File: src/rtl/mult_test_ctrl_pkg.sv
// Shared types and defaults for the multiplier test sequencer.
package mult_test_ctrl_pkg;

  // Sequencer states; the encoding is shown directly on the stage LEDs.
  typedef enum logic [1:0] {
    S_A    = 2'd0,
    S_B    = 2'd1,
    S_CALC = 2'd2,
    S_SHOW = 2'd3
  } state_t;

  localparam int DEF_WIDTH   = 8;
  localparam int DEF_LATENCY = 4;

endpackage

File: src/rtl/mult_test_ctrl_btn_edge.sv
// Raw push-button sampler: three-deep history, one-cycle pulse on a rising edge.
module btn_edge (
  input  logic clk,
  input  logic rst,
  input  logic in,
  output logic pulse
);

  logic [2:0] hist_q;
  logic [2:0] hist_d;

  // Shift the raw level in; the first stage doubles as a metastability guard.
  always_comb begin
    hist_d = {hist_q[1:0], in};
  end

  // History register, cleared so a button held through reset does not fire.
  always_ff @(posedge clk or posedge rst) begin
    if (rst) begin
      hist_q <= 3'b000;
    end else begin
      hist_q <= hist_d;
    end
  end

  // Pulse only on the 0->1 transition, so a held button fires once.
  assign pulse = hist_q[1] & ~hist_q[2];

endmodule

File: src/rtl/mult_test_ctrl.sv
// Operator sequencer: enter A, enter B, wait for the multiplier, show the product.
module mult_test_ctrl
  import mult_test_ctrl_pkg::*;
#(
  parameter int WIDTH   = DEF_WIDTH,
  parameter int LATENCY = DEF_LATENCY
) (
  input  logic                 clk,
  input  logic                 rst,
  input  logic                 btn_next,
  input  logic                 btn_clear,
  input  logic [WIDTH-1:0]     sw,
  input  logic [2*WIDTH-1:0]   product,
  output logic [WIDTH-1:0]     op_a,
  output logic [WIDTH-1:0]     op_b,
  output logic [2*WIDTH-1:0]   result,
  output logic [1:0]           stage,
  output logic                 busy,
  output logic                 result_valid
);

  localparam int               CNT_W    = $clog2(LATENCY + 1);
  localparam logic [CNT_W-1:0] CNT_LAST = CNT_W'(LATENCY - 1);

  logic next_p;
  logic clear_p;

  state_t             state_q,  state_d;
  logic [CNT_W-1:0]   cnt_q,    cnt_d;
  logic [WIDTH-1:0]   op_a_q,   op_a_d;
  logic [WIDTH-1:0]   op_b_q,   op_b_d;
  logic [2*WIDTH-1:0] result_q, result_d;

  btn_edge u_next_edge (
    .clk   (clk),
    .rst   (rst),
    .in    (btn_next),
    .pulse (next_p)
  );

  btn_edge u_clear_edge (
    .clk   (clk),
    .rst   (rst),
    .in    (btn_clear),
    .pulse (clear_p)
  );

  // Next-state logic; clear wins over next, and next is ignored while computing.
  always_comb begin
    state_d  = state_q;
    cnt_d    = cnt_q;
    op_a_d   = op_a_q;
    op_b_d   = op_b_q;
    result_d = result_q;
    if (clear_p) begin
      state_d  = S_A;
      cnt_d    = '0;
      op_a_d   = '0;
      op_b_d   = '0;
      result_d = '0;
    end else begin
      unique case (state_q)
        S_A: begin
          if (next_p) begin
            op_a_d  = sw;
            state_d = S_B;
          end
        end
        S_B: begin
          if (next_p) begin
            op_b_d  = sw;
            cnt_d   = '0;
            state_d = S_CALC;
          end
        end
        S_CALC: begin
          // Operands have been stable for LATENCY cycles on the capture edge.
          if (cnt_q == CNT_LAST) begin
            result_d = product;
            state_d  = S_SHOW;
          end else begin
            cnt_d = cnt_q + CNT_W'(1);
          end
        end
        S_SHOW: begin
          if (next_p) begin
            state_d = S_A;
          end
        end
        default: state_d = S_A;
      endcase
    end
  end

  // State, counter and operand/result registers.
  always_ff @(posedge clk or posedge rst) begin
    if (rst) begin
      state_q  <= S_A;
      cnt_q    <= '0;
      op_a_q   <= '0;
      op_b_q   <= '0;
      result_q <= '0;
    end else begin
      state_q  <= state_d;
      cnt_q    <= cnt_d;
      op_a_q   <= op_a_d;
      op_b_q   <= op_b_d;
      result_q <= result_d;
    end
  end

  assign op_a         = op_a_q;
  assign op_b         = op_b_q;
  assign result       = result_q;
  assign stage        = state_q;
  assign busy         = (state_q == S_CALC);
  assign result_valid = (state_q == S_SHOW);

endmodule

File: config.mk
export PLATFORM = sky130hd
export DESIGN_NAME = mult_test_ctrl
export DESIGN_NICKNAME = d
export VERILOG_FILES = /design/src/rtl/mult_test_ctrl_pkg.sv /design/src/rtl/mult_test_ctrl_btn_edge.sv /design/src/rtl/mult_test_ctrl.sv
export SDC_FILE = /design/constraint.sdc
export NUM_CORES = 1
export LEC_CHECK = 0
export ABC_AREA = 1
export CAP_MARGIN = 20
export CORE_ASPECT_RATIO = 0.75
export CORE_MARGIN = 5
export CORE_UTILIZATION = 40
export DETAILED_ROUTE_END_ITERATION = 8
export GPL_ROUTABILITY_DRIVEN = 0
export PLACE_DENSITY = 0.69
export SLEW_MARGIN = 30
export SYNTH_ARGS = -nofsm -noshare
export SYNTH_HDL_FRONTEND = slang
export SYNTH_SLANG_ARGS = --single-unit
File: constraint.sdc
create_clock -name clk -period 1.7 [get_ports clk]
set_clock_uncertainty 0.15 [all_clocks]
set_input_delay 0.34 -clock clk [delete_from_list [all_inputs] [get_ports clk]]
set_output_delay 0.34 -clock clk [all_outputs]
set_load 0.03 [all_outputs]
# [After elaboration in Yosys (flattened, before gate mapping)]
# Index checks and enable logic that the tools add are counted.
[op_classes] muxes=18 reduce_logical=12 bitwise=4 eq_ne=9 n_addsub=1
[op_table] cell="$mux 16" n=3
[op_table] cell="$mux 8" n=5
[op_table] cell="$mux 2" n=5
[op_table] cell="$reduce_bool 2->1" n=5
[op_table] cell="$mux 3" n=3
[op_table] cell="$ne 3x3->1 const B" n=3
[op_table] cell="$pmux 2 s4" n=1
[op_table] cell="$ne 3x1->1 const B" n=2
[op_table] cell="$pmux 3 s2" n=1
[op_table] cell="$reduce_and 2->1" n=3
[op_table] cell="$eq 2x2->1 const B" n=2
[op_table] cell="$reduce_and 4->1" n=1
[op_table] cell="$add 3x1->3 const B" n=1
[op_table] cell="$eq 3x2->1 const B" n=1
[op_table] cell="$reduce_and 3->1" n=1
[op_table] cell="$reduce_bool 3->1" n=1
[op_table] cell="$and 1x1->1" n=2
[op_table] cell="$eq 2x1->1 const B" n=1
[op_table] cell="$logic_not 2->1" n=1
[op_table] cell="$not 1->1" n=2
[word_totals] ff_bits=43 wordCells=51 in_bits=28

# [Longest topological paths before layout]
# Gate-level depths: netlist of run 1.
[depth] depth_word=5 mapped_depth=8 mapped_depth_nobuf=8

# [Hierarchy]
# Synthesis of run 1 repeated with hierarchy kept, for this count alone.
[unflattened] cells_unflattened=224 area_unflattened_um2=2011.9
[modules_own_cells] module="mult_test_ctrl" area_per_inst_um2=1834.3 instances=1 cells_per_inst=212
[modules_own_cells] module="btn_edge" area_per_inst_um2=88.8 instances=2 cells_per_inst=6

# [Worst setup path before layout of run 1]
# Ideal clock, no wire load.
[synth_timing] path_type="register -> register" from="register state_q[0], in the netlist stage[0]" to="register cnt_q[0]" arrival_time_ns=1.642 t_required_ns=1.433 setup_ns=0.117 setup_slack_ns=-0.209 n_path_buf=0 path_stages_with_launch=9 path_cell_list="dfrtp_1 inv_1 ha_1 nand2_4 inv_4 o21ai_2 nand2_2 nand2_1 nand2_1"
[synth_between] elab_chain_cells=3 elab_cells_between_ends=8 cone_classes="eq/ne (4); mux (2); reduce/logical (2)"
[synth_lines] item="start: declaration" line_no="mult_test_ctrl.sv:28" text="state_t state_q, state_d;"
[synth_lines] item="start signal: assignment" line_no="mult_test_ctrl.sv:104" text="state_q <= state_d;"
[synth_lines] item="$eq 2x2->1 *"
[synth_lines] item="via busy" line_no="mult_test_ctrl.sv:18" text="output logic busy,"
[synth_lines] item="$ne 3x3->1 (no line) (tied with other cells)"
[synth_lines] item="$reduce_and 3->1 (no line) / $mux 3 (equally long branches)"
[synth_lines] item="end signal: assignment" line_no="mult_test_ctrl.sv:105" text="cnt_q <= cnt_d;"
[synth_lines] item="end: declaration" line_no="mult_test_ctrl.sv:29" text="logic [CNT_W-1:0] cnt_q, cnt_d;"
# Mark *: on every way through the listed nets, which the timed path passes. The rest lies on a longest branch.
# A chain may end at the register's enable or synchronous reset.

# [Worst setup path after layout of run 1]
[layout_timing] from="register state_q[1], in the netlist stage[1]" to="output port busy"
[layout_between] elab_chain_cells=1
[layout_lines] item="$eq 2x2->1" line_no="mult_test_ctrl.sv:116" text="assign busy = (state_q == S_CALC);"
[layout_lines] item="end: declaration" line_no="mult_test_ctrl.sv:18"
# No other way between the ends.

==> flow_metrics.tcl, run 1 <==
set metrics [dict create \
    status "finished, final reports clean" \
    wl_met3_um 239 \
    hold_slack_ps 207 \
    synth-seq-cells 43 \
    slew_headroom 0.778 \
    fin_tns_setup_ps 0 \
    tightest_slew_ps 335 \
    die_y_um 71.0 \
    power_density_mw_per_mm2 1130 \
    synth.top_cells.by_count "nand2_1 (64), nand3_1 (47), dfrtp_1 (43)" \
    initial_utilization 0.409 \
    antenna_found_initial 0 \
    yosys.cell_types.count 16 \
    period_share 0.966 \
    drive_gt1_frac 0.141 \
    grt_pass1_vias 1615 \
    critical_path_class "reg -> out" \
    setup_ws_ps 58.3 \
    async_reset_ff_frac 1.00 \
    numClockSinks 43 \
    route.detailed.drc 0 \
    worstPathRequired_ps 1210 \
    register_area_mm2 0.00108 \
    vias 1671 \
    cts_root_buf "clkbuf_8" \
    post_drt_wl_per_cell_um 12.8 \
    synth_top_area_frac 0.543 \
    rrSetupSlack_ps 140 \
    met2_length_mm 2.13 \
    peakVddDrop_mv 0.678 \
    syn-cell-area_mm2 0.00198 \
    drtIter0Drc 44 \
    clock_latency_ps 290 \
    cp_data_arrival_time_ps 1150 \
    area_growth_pct 41.1 \
    coreArea_mm2 0.00484 \
    min_from "u_next_edge.hist_q[0]$_DFF_PP0_" \
    synth_edf_count 0 \
    synth_compound_area_frac 0.00442 \
    fin_crit_ps 1640 \
    endpoint_kind "output port" \
    rows 22 \
    ctsHoldBuffers 0 \
    postSynthCellCount 220 \
    slew_violations 0 \
    drtPass1Iterations 4 \
    setup_viol_count_final 0 \
    worst_setup_path_start_kind "flip-flop" \
    synth_top_cell_by_area "dfrtp_1" \
    io_buffers 63 \
    grt_pass1_wl_mm 7.50 \
    vias_per_cell 4.76 \
    fmax_ghz 0.609 \
    antenna_cells 0 \
    dp_hpwl_mm 3.31 \
    top_layer "met4" \
    place_area_mm2 0.00271 \
    fill_cells 458 \
    synth_top_family_by_area "simple AND/OR/NAND/NOR gates" \
    wirelength_mm 4.49 \
    syn_avg_cell_area_um2 9.01 \
    place_ws_ps 144 \
    stdcell_area_mm2 0.00280 \
    track_usage 0.140 \
    synth_seq_area_share 0.543 \
    fin_util 0.578 \
    grt_max_degree 47 \
    ios 64 \
    yosysMostFrequentCell "nand2_1" \
    timing.rr.start "cnt_q[0]$_DFFE_PP0P_" \
    multi_input_area_um2 790 \
    yosys_warnings 0 \
    synth.area.top_cells "dfrtp_1 (54%), nand2_1 (12%), nand3_1 (12%)" \
    hold_viol 0 \
    cp-startpoint "stage[1]$_DFFE_PP0P_" \
    rsz0062_at_grt "false" \
    wl_met1_mm 2.09 \
    clkTransAtPathRegs_ps 80 \
    synth_nets 255 \
    crit_fanout 6 \
    hold_class "reg -> reg" \
    die-area_mm2 0.00648 \
    synthSimpleGateAreaFrac 0.339 \
    synthMuxAreaShare 0 \
    fin_nets 325 \
    cts_buffer_depth 2 \
    fp.dieW_um 91.3 \
    tritoncts "built" \
    antenna_left 0 \
    h-tree-depth 2 \
    synth_xor_area_frac 0 \
    leakagePower_nw 1.56 \
    synthFlopType "dfrtp_1" \
    synthAdderAreaFrac 0.0442 \
    grt_overflow_total 0 \
    drv_cap 0 \
    numCtsBuffers 5 \
]
-- metal layers --
layer | up-vias | track usage
li1 | 844 | -
met1 | 785 | 0.183
met2 | 37 | 0.232
met3 | 5 | 0.0414
met4 | 0 | 0.0293
met5 | - | 0
-- cell families (layout without fill, tap and decap cells) --
group	count (synthesis)	after routing
simple gates	142	142
flops	43	43
buf+inv	27	98
fa+ha+maj	7	7
compound gates	1	1
-- final cells by class --
cell class / instances / area share
Sequential cell: 43 / 0.385
Multi-Input combinational cell: 150 / 0.282
Timing Repair Buffer: 72 / 0.244
Clock buffer: 7 / 0.0344
Tap cell: 60 / 0.0268
Inverter: 18 / 0.0250
Clock inverter: 1 / 0.00268
-- registers in the layout, indices dropped and copies added (netlist names) --
register / count
cnt_q: 3
op_a: 8
op_b: 8
result: 16
stage: 2
u_clear_edge.hist_q: 3
u_next_edge.hist_q: 3
-- placed cells by master, fill, tap and decap left out --
master            n
nand3_1          46
buf_12            2
dfrtp_2           1
clkbuf_8          7
inv_4             1
clkinvlp_4        1
ha_1              6
nor2_1           16
buf_6             2
nand2_4           1
o21ai_2           1
dfrtp_1          42
nand2_1          63
inv_1            14
clkdlybuf4s50_1  27
nand3_2          11
nand3b_1          1
ha_4              1
inv_2             2
nand2_2           4
dlygate4sd2_1    34
buf_4             7
clkinv_1          1
-- worst paths after layout --
path / to / cells after the start
setup reg to reg: cnt_q[0]$_DFFE_PP0P_ / 8
min in group asynchronous: result[4]$_DFFE_PP0P_ / 3
hold reg to reg: u_next_edge.hist_q[1]$_DFF_PP0_ / 0
hold / removal: u_next_edge.hist_q[1]$_DFF_PP0_ / 0
max in group asynchronous: stage[0]$_DFFE_PP0P_ / 3
setup / recovery: busy / 3
-- critical path, stage by stage (launching register included) --
cell	delay [ps]
dfrtp_1	410
buf_6	140
ha_4	180
buf_6	140
-- power breakdown --
part | switching (W) | internal, W
logic | 0.000741 | 0.000455
registers | 0.0000942 | 0.00117
clock network | 0.000327 | 0.000369
total | 0.00116 | 0.00200
-- per-stage QoR --
step	instances	total power, W
6_report	351	0.00316
5_1_grt	351	0.00336
4_1_cts	349	0.00317
3_5_place_dp	341	0.00254
3_3_place_gp	341	0.00252
2_1_floorplan	220	0.00205
-- what timing repair did --
action / in CTS / in global routing
gates cloned: 0 / 0
endpoints found under the hold margin: 0 / 0
setup buffers: 0 / 2
endpoints found under the setup margin: 35 / 2
resized for setup: 36 / 2
pin swaps: 1 / 0
No activity file was read; power rests on OpenSTA's default activity.
==> run 2, diff against run 1 <==
--- a/config.mk
+++ b/config.mk
@@ -10,8 +10,9 @@
 export CORE_ASPECT_RATIO = 0.75
 export CORE_MARGIN = 5
-export CORE_UTILIZATION = 40
+export CORE_UTILIZATION = 46
+export CTS_CLUSTER_SIZE = 16
 export DETAILED_ROUTE_END_ITERATION = 8
 export GPL_ROUTABILITY_DRIVEN = 0
-export PLACE_DENSITY = 0.69
+export PLACE_DENSITY = 0.78
 export SLEW_MARGIN = 30
 export SYNTH_ARGS = -nofsm -noshare
==> constraint.sdc (replaced) <==
create_clock -name clk -period 1.7 [get_ports clk]
set_clock_uncertainty 0.15 [all_clocks]
set_input_delay 0.17 -clock clk [delete_from_list [all_inputs] [get_ports clk]]
set_output_delay 0.17 -clock clk [all_outputs]
set_load 0.03 [all_outputs]
==> flow_metrics.tcl, run 2 (synthesized netlist as in run 1, its figures left out) <==
set metrics [dict create \
    fin_tns_setup_ps 0 \
    hold_class "in -> async" \
    cp_num_buf_inv 1 \
    rows 20 \
    pwr-share-seq 0.410 \
    peakVddDrop_mv 0.744 \
    p_int_w 0.00196 \
    hold_viol 0 \
    grt_pass1_wl_mm 7.95 \
    r2r_cells 8 \
    leakagePower_nw 1.59 \
    wirelength_mm 4.61 \
    crit_fanout 2 \
    critical_path.top_delay_family "buffers and inverters" \
    antenna_left 0 \
    setup_ws_ps 41.7 \
    slew_headroom 0.760 \
    ios 64 \
    swShare 0.374 \
    fin_crit_ps 1660 \
    vias_per_cell 4.90 \
    tritoncts "built" \
    ctsHoldBuffers 0 \
    drv_cap 0 \
    stdcell_count 345 \
    track_usage 0.178 \
    power_density_mw_per_mm2 1100 \
    dp_hpwl_mm 3.31 \
    clockPowerShare 0.199 \
    fin_nets 324 \
    worstPathCellList "clkdlybuf4s50_1" \
    fp.dieW_um 85.8 \
    worst-path-stages 1 \
    area_growth_pct 43.0 \
    cts_buffer_depth 2 \
    fmax_ghz 0.603 \
    grt_overflow_total 0 \
    clock_latency_ps 300 \
    slew_violations 0 \
    coreArea_mm2 0.00410 \
    status "finished, final reports clean" \
    clkTransAtPathRegs_ps 80 \
    final_common_cell "nand2_1" \
    drtIter0Drc 62 \
    rrSetupSlack_ps 90 \
    tightest_slew_ps 359 \
    r2r-end "cnt_q[0]$_DFFE_PP0P_" \
    drtPass1Iterations 5 \
    place_ws_ps 32.4 \
    initial_utilization 0.483 \
    p_comb_frac 0.391 \
    rsz0062_at_grt "false" \
    die_y_um 66.9 \
    antenna_cells 0 \
    io_buffers 63 \
    post_drt_wl_per_cell_um 13.4 \
    numCtsBuffers 5 \
    fin_util 0.691 \
    grt_pass1_vias 1706 \
    die-area_mm2 0.00574 \
    timing.rr.start "stage[0]$_DFFE_PP0P_" \
    p_switching_w 0.00117 \
    endpoint_kind "output port" \
    fill_cells 336 \
    vias 1690 \
    critical_path_class "reg -> out" \
    grt_max_degree 44 \
    cts_root_buf "clkbuf_8" \
    numClockSinks 43 \
    slowest_delay_ps 680 \
    antenna_found_initial 0 \
    dpl.cell_count 337 \
    drive_gt1_frac 0.131 \
    crit_path_top_delay_cell "clkdlybuf4s50_1" \
    period_share 0.975 \
    worstPathRequired_ps 1380 \
    largest_reg_flops 16 \
    setup_viol_count_final 0 \
    worst_setup_path_start_kind "flip-flop" \
    h-tree-depth 2 \
    cp_data_arrival_time_ps 1340 \
    layout_common_cells "nand2_1 (63), clkdlybuf4s50_1 (47), nand3_1 (46)" \
    route.detailed.drc 0 \
]
[run 2: cell types whose count changed in the layout (fill, tap and decap cells not counted), sizes merged]
cell,previous run,this run
clkinv,1,2
dlygate4sd2,34,2
clkdlybuf4s15,0,1
dlymetal6s2s,0,12
buf,11,9
clkdlybuf4s50,27,47
clkinvlp,1,0
[run 2: cell type report]
class | instances | area (um^2) | share of cell area
tap | 55 | 68.8 | 0.0243
clock buffer | 7 | 76.3 | 0.0269
clock inverter | 1 | 5.00 | 0.00177
timing repair buffer | 71 | 744 | 0.263
inverter | 18 | 70.1 | 0.0247
sequential | 43 | 1080 | 0.380
multi-input combinational | 150 | 792 | 0.279
[run 2: what timing repair did]
| action | in CTS | in global routing |
|---|---|---|
| gates resized for setup | 4 | 16 |
| endpoints found under the setup margin | 3 | 27 |
| setup buffers | 0 | 0 |
[run 2: through the flow]
stage          hold slack [ps]  power, W  area [um^2]
2_1_floorplan             51.4   0.00205         2000
3_3_place_gp               182   0.00252         2710
3_5_place_dp               187   0.00255         2710
4_1_cts                   78.8   0.00316         2790
5_1_grt                   87.3   0.00334         2840
6_report                  65.5   0.00313         2840
[run 2: power by group through the flow]
| stage | sequential, W | combinational (W) | clock, W |
|---|---|---|---|
| 6_report | 0.00128 | 0.00122 | 0.000621 |
| 5_1_grt | 0.00131 | 0.00134 | 0.000689 |
| 4_1_cts | 0.00128 | 0.00124 | 0.000641 |
| 3_5_place_dp | 0.00130 | 0.00125 | 0 |
| 3_3_place_gp | 0.00129 | 0.00123 | 0 |
| 2_1_floorplan | 0.00153 | 0.000513 | 0 |
[run 2: how the worst max path moves through the flow]
stage | from | to | slack [ps]
floorplan | stage[1]$_DFFE_PP0P_ | op_b[0]$_DFFE_PP0P_ | 4
CTS | stage[1]$_DFFE_PP0P_ | result_valid | 8
detailed placement | stage[1]$_DFFE_PP0P_ | result_valid | 30
global route | result[12]$_DFFE_PP0P_ | result[12] | 0.7
finish | result[1]$_DFFE_PP0P_ | result[1] | 40
global placement | stage[1]$_DFFE_PP0P_ | result_valid | 110
[run 2: per-layer routing]
layer  GRT usage  wire length (um)  part of all wire  up-vias
met5           0                 0                 0        -
met4      0.0830                81             0.018        0
met3      0.0519               266             0.058        8
met2       0.284              2190              0.48       39
met1       0.224              2070              0.45      797
li1            -                 -                 -      846
==> run 3, diff against run 2 <==
- CAP_MARGIN: 20 -> unset
==> results of run 3 <==
No change in the layout: final DEF, timing and power equal those of run 2.
